`src/rtl/wctl_barrier_ctrl.sv`:
```
// Local warp-barrier controller.
// Tracks which warps have arrived at each barrier ID. Once the last participant arrives it
// raises a one-deep release towards the warp scheduler. It also exports a stall mask that
// keeps waiting warps out of issue until their release has been handed off.
module wctl_barrier_ctrl #(
  parameter int unsigned NUM_WARPS    = 4,
  parameter int unsigned NUM_BARRIERS = 4,
  parameter int unsigned NW_WIDTH     = (NUM_WARPS > 1) ? $clog2(NUM_WARPS) : 1,
  parameter int unsigned NB_WIDTH     = (NUM_BARRIERS > 1) ? $clog2(NUM_BARRIERS) : 1
) (
  input  logic                 clk,
  input  logic                 reset,
  input  logic                 bar_valid,
  output logic                 bar_ready,
  input  logic [NW_WIDTH-1:0]  bar_wid,
  input  logic [NB_WIDTH-1:0]  bar_id,
  input  logic [NW_WIDTH-1:0]  bar_size_m1,
  input  logic                 bar_is_noop,
  input  logic                 exit_valid,
  input  logic [NW_WIDTH-1:0]  exit_wid,
  output logic                 rel_valid,
  input  logic                 rel_ready,
  output logic [NUM_WARPS-1:0] rel_wmask,
  output logic [NUM_WARPS-1:0] stall_mask
);

  typedef logic [NUM_WARPS-1:0] wmask_t;
  typedef logic [NW_WIDTH-1:0]  cnt_t;

  localparam wmask_t WarpOne = wmask_t'(1);
  localparam cnt_t   CntOne  = cnt_t'(1);

  // Per-barrier arrival state.
  wmask_t wait_mask_q [NUM_BARRIERS];
  wmask_t wait_mask_d [NUM_BARRIERS];
  cnt_t   count_q     [NUM_BARRIERS];
  cnt_t   count_d     [NUM_BARRIERS];

  // Single release register towards the scheduler.
  logic   rel_valid_q, rel_valid_d;
  wmask_t rel_wmask_q, rel_wmask_d;

  // Barrier state after this cycle's exit has been applied.
  wmask_t post_mask  [NUM_BARRIERS];
  cnt_t   post_count [NUM_BARRIERS];

  wmask_t arr_bit;
  wmask_t exit_bit;
  wmask_t sel_mask;
  cnt_t   sel_count;
  logic   accept;
  logic   arr_drop;
  logic   arr_live;
  logic   arr_dup;
  logic   arr_done;

  assign arr_bit  = WarpOne << bar_wid;
  assign exit_bit = WarpOne << exit_wid;

  // Arrivals stall only behind a release the scheduler has not yet taken.
  assign bar_ready = ~reset & ~(rel_valid_q & ~rel_ready);
  assign accept    = bar_valid & bar_ready;
  // A warp exiting in the same cycle as its own arrival never joins the barrier.
  assign arr_drop  = exit_valid & (exit_wid == bar_wid);
  assign arr_live  = accept & ~arr_drop;

  assign sel_mask  = post_mask[bar_id];
  assign sel_count = post_count[bar_id];
  assign arr_dup   = (wait_mask_q[bar_id] & arr_bit) != '0;
  // Completion uses the post-exit count so a leaving warp does not count towards the quorum.
  assign arr_done  = (sel_count == bar_size_m1);

  // Remove an exiting warp from every barrier it is waiting on; exits never release.
  always_comb begin
    for (int unsigned b = 0; b < NUM_BARRIERS; b++) begin
      post_mask[b]  = wait_mask_q[b];
      post_count[b] = count_q[b];
      if (exit_valid && ((wait_mask_q[b] & exit_bit) != '0)) begin
        post_mask[b]  = wait_mask_q[b] & ~exit_bit;
        post_count[b] = count_q[b] - CntOne;
      end
    end
  end

  // Next-state for barrier tracking and the release register.
  always_comb begin
    for (int unsigned b = 0; b < NUM_BARRIERS; b++) begin
      wait_mask_d[b] = post_mask[b];
      count_d[b]     = post_count[b];
    end
    rel_valid_d = rel_valid_q;
    rel_wmask_d = rel_wmask_q;

    if (rel_valid_q && rel_ready) begin
      rel_valid_d = 1'b0;
    end

    if (arr_live) begin
      if (bar_is_noop) begin
        rel_valid_d = 1'b1;
        rel_wmask_d = arr_bit;
      end else if (!arr_dup) begin
        if (arr_done) begin
          rel_valid_d         = 1'b1;
          rel_wmask_d         = sel_mask | arr_bit;
          wait_mask_d[bar_id] = '0;
          count_d[bar_id]     = '0;
        end else begin
          wait_mask_d[bar_id] = sel_mask | arr_bit;
          count_d[bar_id]     = sel_count + CntOne;
        end
      end
    end
  end

  // State registers; reset discards every wait and any pending release.
  always_ff @(posedge clk) begin
    if (reset) begin
      for (int unsigned b = 0; b < NUM_BARRIERS; b++) begin
        wait_mask_q[b] <= '0;
        count_q[b]     <= '0;
      end
      rel_valid_q <= 1'b0;
      rel_wmask_q <= '0;
    end else begin
      for (int unsigned b = 0; b < NUM_BARRIERS; b++) begin
        wait_mask_q[b] <= wait_mask_d[b];
        count_q[b]     <= count_d[b];
      end
      rel_valid_q <= rel_valid_d;
      rel_wmask_q <= rel_wmask_d;
    end
  end

  // Warps stay stalled while waiting and until their release handshake completes.
  always_comb begin
    stall_mask = rel_valid_q ? rel_wmask_q : '0;
    for (int unsigned b = 0; b < NUM_BARRIERS; b++) begin
      stall_mask = stall_mask | wait_mask_q[b];
    end
  end

  assign rel_valid = rel_valid_q;
  assign rel_wmask = rel_wmask_q;

  // A warp arriving twice at the same barrier indicates a broken commit path.
  a_no_dup_arrival: assert property (@(posedge clk) disable iff (reset)
    (arr_live && !bar_is_noop) |-> !arr_dup);

  // Barrier sizes beyond the warp count can never complete.
  a_size_in_range: assert property (@(posedge clk) disable iff (reset)
    (accept && !bar_is_noop) |-> (32'(bar_size_m1) < NUM_WARPS));

endmodule

```
`config.mk`:
```
export PLATFORM = sky130hd
export DESIGN_NAME = wctl_barrier_ctrl
export DESIGN_NICKNAME = d
export VERILOG_FILES = /design/src/rtl/wctl_barrier_ctrl.sv
export SDC_FILE = /design/constraint.sdc
export NUM_CORES = 1
export LEC_CHECK = 0
export ABC_CLOCK_PERIOD_IN_PS = 7600
export CAP_MARGIN = 5
export CORE_MARGIN = 4
export CORE_UTILIZATION = 45
export DETAILED_ROUTE_END_ITERATION = 10
export DONT_BUFFER_PORTS = 1
export GPL_TIMING_DRIVEN = 0
export SYNTH_ARGS = -nofsm -noshare
export SYNTH_HDL_FRONTEND = slang
export SYNTH_SLANG_ARGS = --single-unit
```
`constraint.sdc`:
```
create_clock -name clk -period 7.6 [get_ports clk]
set_clock_uncertainty 0.15 [all_clocks]
set_input_delay 1.52 -clock clk [delete_from_list [all_inputs] [get_ports clk]]
set_output_delay 1.52 -clock clk [all_outputs]
set_load 0.02 [all_outputs]
```
==> flow_results.xml, run 1 <==
<?xml version="1.0" encoding="UTF-8"?>
<metrics>
  <group name="sta">
    <metric name="timing.final.hold_violations" unit="">0</metric>
    <metric name="setup_viol" unit="">0</metric>
    <metric name="achievable-frequency" unit="GHz">0.230</metric>
    <metric name="post-route-min-period" unit="ns">4.36</metric>
    <metric name="finalCritPeriodShare" unit="%">57.3</metric>
    <metric name="drv_slew" unit="">0</metric>
    <metric name="maxSlewHeadroom" unit="%">41.9</metric>
    <metric name="setup_total_negative_slack" unit="ns">0</metric>
    <metric name="tightest_slew" unit="ns">0.865</metric>
    <metric name="grt_setup_unrepaired" unit="">no</metric>
  </group>
  <group name="die">
    <metric name="floorplan.initialDensity" unit="%">46.5</metric>
    <metric name="rows" unit="">24</metric>
    <metric name="pin_count" unit="">24</metric>
    <metric name="floorplan.die.height" unit="um">75.3</metric>
    <metric name="core_region_area" unit="mm^2">0.00438</metric>
    <metric name="die_width" unit="um">75.3</metric>
    <metric name="design.die.area" unit="mm^2">0.00568</metric>
  </group>
  <group name="routing">
    <metric name="route.final.wire_length" unit="um">5540</metric>
    <metric name="drt_pass1_iterations" unit="">4</metric>
    <metric name="route.vias.total" unit="">1864</metric>
    <metric name="route.detailed.drc" unit="">0</metric>
    <metric name="drt.antenna.violating_nets" unit="">0</metric>
    <metric name="drt_iter0_drc" unit="">112</metric>
    <metric name="route.detailed.vias_per_inst" unit="">6.15</metric>
    <metric name="routedWlPerCell" unit="um">18.3</metric>
  </group>
  <group name="clocking">
    <metric name="hold_buffers" unit="">0</metric>
    <metric name="tritoncts" unit="">built</metric>
    <metric name="cts_setup_buffers" unit="">0</metric>
    <metric name="ctsRootBufferMaster" unit="">sky130_fd_sc_hd__clkbuf_8</metric>
    <metric name="clock_sinks" unit="">29</metric>
    <metric name="worstSkewPairLatency" unit="ns">0.29</metric>
    <metric name="clock_tree.htree_level_count" unit="">2</metric>
    <metric name="cts-resized-gates" unit="">0</metric>
    <metric name="clk_pin_slew" unit="ns">0.07</metric>
    <metric name="numCtsBuffers" unit="">5</metric>
    <metric name="cts_max_path_buffers" unit="">2</metric>
  </group>
  <group name="worst_setup_path">
    <metric name="timing.reg2reg.worst_path_depth" unit="">8</metric>
    <metric name="critical_path_cell_list" unit="">buf_2, buf_4, mux2i_1, o22a_1, mux2i_1, o2111ai_2, xnor2_1, buf_2, o211ai_1, a21oi_1</metric>
    <metric name="r2r_slack" unit="ns">4.57</metric>
    <metric name="critPathBufInv" unit="">3</metric>
    <metric name="worst-endpoint-arrival" unit="ns">4.42</metric>
    <metric name="reg_to_reg_critical_path_startpoint" unit="">wait_mask_q[3][2]$_SDFF_PP0_</metric>
    <metric name="endpoint_kind" unit="">flip-flop</metric>
    <metric name="criticalPathCategory" unit="">primary input to flip-flop</metric>
    <metric name="setup.worst_path.start_class" unit="">primary input</metric>
    <metric name="worst-endpoint-required" unit="ns">7.66</metric>
    <metric name="cp_slowest_stage_delay" unit="ns">0.77</metric>
    <metric name="r2r-end" unit="">wait_mask_q[2][3]$_SDFF_PP0_</metric>
    <metric name="crit_fanout" unit="">10</metric>
    <metric name="cp_top_family" unit="">compound AO/OA/AOI/OAI gates</metric>
    <metric name="crit_path_top_delay_cell" unit="">sky130_fd_sc_hd__xnor2_1</metric>
  </group>
  <group name="synth">
    <metric name="yosysSeqAreaShare" unit="%">28.4</metric>
    <metric name="async_reset_ff_share" unit="%">0</metric>
    <metric name="netlist_instances" unit="">243</metric>
    <metric name="synth.distinct_cells" unit="">45</metric>
    <metric name="synth_warnings" unit="">0</metric>
    <metric name="synth_enable_flop_cells" unit="">0</metric>
    <metric name="postSynthRegisterBits" unit="">29</metric>
    <metric name="postSynthNetCount" unit="">257</metric>
    <metric name="synth_ff_type" unit="">sky130_fd_sc_hd__dfxtp_1</metric>
    <metric name="synthesis.area" unit="mm^2">0.00204</metric>
    <metric name="mean_instance_size_in_the_synthesized_netlist" unit="um^2">8.40</metric>
  </group>
  <group name="worst_hold_path">
    <metric name="min-delay-path-class" unit="">flip-flop to flip-flop</metric>
    <metric name="worst_hold_start" unit="">wait_mask_q[2][1]$_SDFF_PP0_</metric>
    <metric name="timing.hold.worst_path_depth" unit="">2</metric>
    <metric name="min_delay_worst_endpoint" unit="">wait_mask_q[2][1]$_SDFF_PP0_</metric>
  </group>
  <group name="global_route">
    <metric name="grt_remaining_overflow" unit="">0</metric>
    <metric name="globalRouteMet2Util" unit="%">33.7</metric>
    <metric name="grt_antenna_before_repair" unit="">0</metric>
    <metric name="grt.total_usage" unit="%">21.1</metric>
    <metric name="vias_in_the_first_global_route" unit="">1706</metric>
    <metric name="met1_usage" unit="%">28.1</metric>
    <metric name="grt_pass1_wl" unit="um">8730</metric>
    <metric name="grt_max_degree" unit="">11</metric>
    <metric name="met3_track_utilization_from_global_routing" unit="%">4.75</metric>
    <metric name="globalRoute.busiestLayer" unit="">met2</metric>
  </group>
  <group name="outcome">
    <metric name="outcome" unit="">finished clean</metric>
  </group>
  <group name="cells_and_area">
    <metric name="seqCellArea" unit="um^2">581</metric>
    <metric name="multi_input_logic_area" unit="mm^2">0.00137</metric>
    <metric name="synthToLayoutAreaGrowth" unit="%">7.42</metric>
    <metric name="antenna_cells_inserted" unit="">0</metric>
    <metric name="final_layout_size_suffix_gt1_share" unit="%">10.8</metric>
    <metric name="nFillCells" unit="">432</metric>
    <metric name="nNetsFinal" unit="">264</metric>
  </group>
  <group name="power_and_ir_drop">
    <metric name="leakagePower" unit="nW">0.735</metric>
    <metric name="total_power" unit="W">0.000345</metric>
    <metric name="power.density_cell_area" unit="mW/mm^2">157</metric>
    <metric name="ir_drop" unit="uV">83.2</metric>
  </group>
  <group name="placement">
    <metric name="place_hpwl" unit="um">4280</metric>
    <metric name="port_buffers" unit="">0</metric>
    <metric name="global_placer_s_final_weighted_congestion" unit="">0.806</metric>
  </group>
  <group name="job">
    <metric name="max_cap_violations" unit="">0</metric>
  </group>
</metrics>
-- through the flow --
| step | setup WS, ns | cells | area, um^2 | utilization, % | hold WS, ns |
|---|---|---|---|---|---|
| 4_1_cts | 3.31 | 303 | 2190 | 50.0 | 0.346 |
| 5_1_grt | 3.11 | 303 | 2190 | 50.0 | 0.371 |
| 6_report | 3.24 | 303 | 2190 | 50.0 | 0.351 |
| 2_1_floorplan | 3.63 | 243 | 2040 | - | 0.316 |
| 3_5_place_dp | 3.01 | 295 | 2110 | 48.0 | 0.336 |
| 3_3_place_gp | 3.05 | 295 | 2110 | 48.0 | 0.333 |
-- tightest hold or removal path: stages (launching register included) --
cell                      delay, ns
sky130_fd_sc_hd__dfxtp_1       0.33
sky130_fd_sc_hd__nand3_1       0.07
sky130_fd_sc_hd__a21oi_1       0.05
-- cell usage after synthesis, drive strengths merged (5+ instances only) --
cell type	count	area share [%]
mux4	5	5.5
dfxtp	29	28
nand2b	9	2.8
mux2i	17	8.3
nor2	13	2.5
xnor2	10	4.3
nand2	24	4.8
nand3	17	4.2
nand3b	6	2.2
o211ai	20	7.4
xor2	5	2.1
clkbuf	9	1.7
buf	9	2.1
a21oi	21	5.2
nor3	5	2.3
-- final cells by class --
type,count,area share [%]
Multi-Input combinational cell,192,62.4
Tap cell,52,2.97
Clock inverter,3,0.799
Buffer,18,3.54
Inverter,4,0.685
Clock buffer,5,3.14
Sequential cell,29,26.5
-- power by group --
part,internal [W],switching [W],total (W)
sequential,0.000155,0.00000466,0.000160
combinational,0.0000181,0.0000399,0.0000580
clock,0.0000631,0.0000645,0.000128
-- placed cells by master (no fill, tap or decap), types with 5 or more instances in the layout --
cell type                   n
sky130_fd_sc_hd__dfxtp_1   29
sky130_fd_sc_hd__nand2_1   23
sky130_fd_sc_hd__a21oi_1   21
sky130_fd_sc_hd__o211ai_1  20
sky130_fd_sc_hd__nand3_1   17
sky130_fd_sc_hd__mux2i_1   17
sky130_fd_sc_hd__nor2_1    12
sky130_fd_sc_hd__xnor2_1   10
sky130_fd_sc_hd__clkbuf_1   9
sky130_fd_sc_hd__nand2b_1   9
sky130_fd_sc_hd__nand3b_1   6
sky130_fd_sc_hd__buf_2      5
sky130_fd_sc_hd__mux4_2     5
sky130_fd_sc_hd__xor2_1     5
sky130_fd_sc_hd__clkbuf_8   5
-- sequential cells by signal, summed over array words and instances, names as in the netlist --
name and cells:
wait_mask_q 16, count_q 8, rel_valid 1, rel_wmask 4
-- how the worst max path moves through the flow --
stage / startpoint / to / slack [ns] / depth (start not counted)
after floorplan: bar_id[0] / wait_mask_q[0][3]$_SDFF_PP0_ / 3.63 / 8
after global placement: exit_wid[0] / wait_mask_q[2][2]$_SDFF_PP0_ / 3.05 / 10
after detailed placement: exit_wid[0] / wait_mask_q[2][3]$_SDFF_PP0_ / 3.01 / 10
after CTS: exit_wid[0] / wait_mask_q[2][2]$_SDFF_PP0_ / 3.31 / 10
after global routing: exit_wid[0] / count_q[1][1]$_SDFF_PP0_ / 3.11 / 9
final: exit_wid[0] / wait_mask_q[2][3]$_SDFF_PP0_ / 3.24 / 10
-- kinds of logic after synthesis --
group                  count (synthesis)  synth area share [%]
AO/OA/AOI/OAI                         64                  21.9
buffers and inverters                 22                  4.54
multiplexers                          22                  13.9
XOR/XNOR                              15                  6.44
flip-flops                            29                  28.4
AND/OR/NAND/NOR                       91                  24.8
-- layer usage --
metal | vias to the layer above | wire length (um)
met1 | 872 | 2590
met3 | 7 | 321
met2 | 61 | 2530
met4 | 0 | 95
li1 | 924 | -
met5 | - | 0
(Power assumes the default switching activity.)
==> inputs of run 2 (changes only) <==
--- a/config.mk
+++ b/config.mk
@@ -5,7 +5,7 @@
 export SDC_FILE = /design/constraint.sdc
 export NUM_CORES = 1
 export LEC_CHECK = 0
-export ABC_CLOCK_PERIOD_IN_PS = 7600
+export ABC_CLOCK_PERIOD_IN_PS = 4350
 export CAP_MARGIN = 5
 export CORE_MARGIN = 4
 export CORE_UTILIZATION = 45
==> constraint.sdc (replaced) <==
create_clock -name clk -period 4.35 [get_ports clk]
set_clock_uncertainty 0.15 [all_clocks]
set_input_delay 0.87 -clock clk [delete_from_list [all_inputs] [get_ports clk]]
set_output_delay 0.87 -clock clk [all_outputs]
set_load 0.02 [all_outputs]
==> results of run 2 <==
The final DEF is identical to that of run 1. Status: finished clean.
Main changes from that run: setup slack after placement 3.01 ns -> 0.413 ns; setup slack after layout 3.24 ns -> 0.645 ns; register-to-register setup slack 4.57 ns -> 1.32 ns; total power 0.000345 W -> 0.000603 W; worst IR drop on VDD 83.2 uV -> 145 uV
==> inputs of run 3 (changes only) <==
--- a/config.mk
+++ b/config.mk
@@ -11,7 +11,6 @@
 export CORE_UTILIZATION = 45
 export DETAILED_ROUTE_END_ITERATION = 10
 export DONT_BUFFER_PORTS = 1
-export GPL_TIMING_DRIVEN = 0
 export SYNTH_ARGS = -nofsm -noshare
 export SYNTH_HDL_FRONTEND = slang
 export SYNTH_SLANG_ARGS = --single-unit
==> run 3 against run 2 <==
Net effect:
- final cell count is 5.3% lower
- sequential share of layout area up 0.83 points
- routed wire length increased by 4.3%
- sequential power about the same
- fmax up 7.6%
- worst hold slack lost 0.00089 ns
- first-iteration DRC count up 45%
- clock power about the same
- die area unchanged
- critical path type unchanged
- highest routed layer unchanged
==> flow_results.xml, run 3 (synthesized netlist as in run 1, its figures left out) <==
<?xml version="1.0" encoding="UTF-8"?>
<metrics>
  <group name="die">
    <metric name="floorplan.initialDensity" unit="%">46.5</metric>
    <metric name="design.die.area" unit="mm^2">0.00568</metric>
    <metric name="rows" unit="">24</metric>
    <metric name="pin_count" unit="">24</metric>
    <metric name="core_region_area" unit="mm^2">0.00438</metric>
    <metric name="floorplan.die.height" unit="um">75.3</metric>
    <metric name="die_width" unit="um">75.3</metric>
  </group>
  <group name="worst_hold_path">
    <metric name="min_delay_worst_endpoint" unit="">wait_mask_q[2][1]$_SDFF_PP0_</metric>
    <metric name="min-delay-path-class" unit="">flip-flop to flip-flop</metric>
    <metric name="timing.hold.worst_path_depth" unit="">2</metric>
    <metric name="worst_hold_start" unit="">wait_mask_q[2][1]$_SDFF_PP0_</metric>
  </group>
  <group name="global_route">
    <metric name="grt_pass1_wl" unit="um">9110</metric>
    <metric name="grt.total_usage" unit="%">21.8</metric>
    <metric name="grt_antenna_before_repair" unit="">0</metric>
    <metric name="grt_remaining_overflow" unit="">0</metric>
    <metric name="grt_max_degree" unit="">32</metric>
    <metric name="vias_in_the_first_global_route" unit="">1712</metric>
  </group>
  <group name="cells_and_area">
    <metric name="nFillCells" unit="">432</metric>
    <metric name="post-route-util" unit="%">48.5</metric>
    <metric name="commonest_non_fill_non_tap_cells_in_the_layout" unit="">sky130_fd_sc_hd__dfxtp_1 (29), sky130_fd_sc_hd__nand2_1 (23), sky130_fd_sc_hd__a21oi_1 (21)</metric>
    <metric name="nNetsFinal" unit="">248</metric>
    <metric name="flip_flop_count_of_the_largest_register_after_layout" unit="">16</metric>
    <metric name="synthToLayoutAreaGrowth" unit="%">4.17</metric>
    <metric name="stdcell_area" unit="mm^2">0.00213</metric>
    <metric name="post_layout_nonfiller_instances" unit="">287</metric>
    <metric name="most_common_cell_after_layout_fill_and_taps_aside" unit="">sky130_fd_sc_hd__dfxtp_1</metric>
    <metric name="final_layout_size_suffix_gt1_share" unit="%">9.36</metric>
    <metric name="antenna_cells_inserted" unit="">0</metric>
    <metric name="largest_reg_by_ff_count" unit="">wait_mask_q</metric>
  </group>
  <group name="sta">
    <metric name="timing.final.hold_violations" unit="">0</metric>
    <metric name="drv_slew" unit="">0</metric>
    <metric name="post-route-min-period" unit="ns">3.44</metric>
    <metric name="setup_viol" unit="">0</metric>
    <metric name="achievable-frequency" unit="GHz">0.290</metric>
    <metric name="maxSlewHeadroom" unit="%">27.0</metric>
    <metric name="grt_setup_unrepaired" unit="">no</metric>
    <metric name="finalCritPeriodShare" unit="%">79.1</metric>
    <metric name="setup_total_negative_slack" unit="ns">0</metric>
    <metric name="tightest_slew" unit="ns">1.09</metric>
  </group>
  <group name="routing">
    <metric name="route.vias.total" unit="">1836</metric>
    <metric name="routedWlPerCell" unit="um">20.1</metric>
    <metric name="drt.antenna.violating_nets" unit="">0</metric>
    <metric name="route.final.wire_length" unit="um">5780</metric>
    <metric name="drt_iter0_drc" unit="">162</metric>
    <metric name="route.detailed.drc" unit="">0</metric>
    <metric name="drt_pass1_iterations" unit="">4</metric>
    <metric name="route.detailed.vias_per_inst" unit="">6.40</metric>
  </group>
  <group name="worst_setup_path">
    <metric name="crit_path_top_delay_cell" unit="">sky130_fd_sc_hd__xnor2_1</metric>
    <metric name="endpoint_kind" unit="">flip-flop</metric>
    <metric name="crit_fanout" unit="">12</metric>
    <metric name="critPathBufInv" unit="">0</metric>
    <metric name="criticalPathCategory" unit="">primary input to flip-flop</metric>
    <metric name="cp_top_family" unit="">compound AO/OA/AOI/OAI gates</metric>
    <metric name="worst-endpoint-required" unit="ns">4.39</metric>
    <metric name="critical_path_cell_list" unit="">nand2b_1, o32ai_1, xnor2_1, o2111a_1, xnor2_1, o21ai_1, a211oi_1</metric>
    <metric name="r2r-end" unit="">count_q[2][1]$_SDFF_PP0_</metric>
    <metric name="r2r_slack" unit="ns">1.22</metric>
    <metric name="timing.reg2reg.worst_path_depth" unit="">7</metric>
    <metric name="setup.worst_path.start_class" unit="">primary input</metric>
    <metric name="cp_slowest_stage_delay" unit="ns">0.86</metric>
    <metric name="reg_to_reg_critical_path_startpoint" unit="">wait_mask_q[3][1]$_SDFF_PP0_</metric>
    <metric name="worst_path_most_repeated_cell" unit="">sky130_fd_sc_hd__xnor2_1</metric>
    <metric name="worst-endpoint-arrival" unit="ns">3.49</metric>
  </group>
  <group name="power_and_ir_drop">
    <metric name="leakagePower" unit="nW">0.707</metric>
    <metric name="ir_drop" unit="uV">162</metric>
    <metric name="power.density_cell_area" unit="mW/mm^2">272</metric>
  </group>
  <group name="clocking">
    <metric name="hold_buffers" unit="">0</metric>
    <metric name="cts_setup_buffers" unit="">0</metric>
    <metric name="ctsRootBufferMaster" unit="">sky130_fd_sc_hd__clkbuf_8</metric>
    <metric name="clock_tree.htree_level_count" unit="">2</metric>
    <metric name="clk_pin_slew" unit="ns">0.07</metric>
    <metric name="tritoncts" unit="">built</metric>
    <metric name="worstSkewPairLatency" unit="ns">0.28</metric>
    <metric name="numCtsBuffers" unit="">5</metric>
    <metric name="cts-resized-gates" unit="">0</metric>
    <metric name="cts_max_path_buffers" unit="">2</metric>
    <metric name="clock_sinks" unit="">29</metric>
  </group>
  <group name="placement">
    <metric name="global_placer_s_final_weighted_congestion" unit="">0.842</metric>
    <metric name="port_buffers" unit="">0</metric>
    <metric name="post_dp_cell_area" unit="mm^2">0.00204</metric>
    <metric name="place_inst" unit="">279</metric>
    <metric name="place_hpwl" unit="um">4270</metric>
  </group>
  <group name="job">
    <metric name="max_cap_violations" unit="">0</metric>
  </group>
  <group name="outcome">
    <metric name="outcome" unit="">finished clean</metric>
  </group>
</metrics>
[run 3: cell count changes in the layout (fill, tap and decap cells not counted)]
cell | previous run | this run
sky130_fd_sc_hd__buf_4 | 1 | 2
sky130_fd_sc_hd__clkinvlp_4 | 1 | 0
sky130_fd_sc_hd__buf_1 | 3 | 0
sky130_fd_sc_hd__buf_2 | 5 | 0
sky130_fd_sc_hd__clkbuf_1 | 9 | 1
[run 3: cell type report]
type | instances | area (um^2) | area share (%)
clock buffers | 6 | 72.6 | 3.41
clock inverters | 2 | 10.0 | 0.471
inverters | 4 | 15.0 | 0.706
multi-input cells | 192 | 1370 | 64.3
flip-flops and latches | 29 | 581 | 27.3
well taps | 52 | 65.1 | 3.06
repair buffers | 2 | 15.0 | 0.706
[run 3: per-layer routing]
| layer | global-route usage, % | up-vias | part of all wire (%) |
|---|---|---|---|
| li1 | - | 892 | - |
| met1 | 31.0 | 866 | 45 |
| met2 | 32.5 | 69 | 45 |
| met3 | 5.15 | 9 | 8.5 |
| met4 | 7.18 | 0 | 1.9 |
| met5 | 0 | - | 0 |
[run 3: worst max-delay path by stage]
stage,from,end,slack (ns),cells past startpoint
finish,exit_wid[1],count_q[2][1]$_SDFF_PP0_,0.91,7
global route,exit_wid[1],count_q[2][1]$_SDFF_PP0_,0.68,7
CTS,exit_wid[1],count_q[2][1]$_SDFF_PP0_,0.94,7
detailed placement,exit_wid[1],count_q[2][1]$_SDFF_PP0_,0.65,7
global placement,exit_wid[1],count_q[2][1]$_SDFF_PP0_,0.77,7
floorplan,bar_id[0],wait_mask_q[0][3]$_SDFF_PP0_,1.03,8
[run 3: where the power goes]
group	leakage, nW	total [W]	internal, W	switching, W
registers	0.234	0.000279	0.000271	0.00000844
logic	0.428	0.0000803	0.0000297	0.0000507
clock network	0.0450	0.000220	0.000111	0.000109
[run 3: stage by stage]
step           hold WS (ns)  power (W)  setup slack (ns)
2_1_floorplan         0.316   0.000362              1.03
3_3_place_gp          0.330   0.000365             0.774
3_5_place_dp          0.334   0.000365             0.651
4_1_cts               0.347   0.000584             0.937
5_1_grt               0.370   0.000604             0.677
6_report              0.351   0.000579             0.907
[run 3: worst reg2reg max path: stages, from the launching register on]
cell and delay [ns]:
sky130_fd_sc_hd__dfxtp_1 0.40, sky130_fd_sc_hd__mux2i_1 0.12, sky130_fd_sc_hd__o32ai_1 0.41, sky130_fd_sc_hd__xnor2_1 0.15, sky130_fd_sc_hd__o2111a_1 0.31, sky130_fd_sc_hd__xnor2_1 0.86, sky130_fd_sc_hd__o21ai_1 0.33, sky130_fd_sc_hd__a211oi_1 0.31
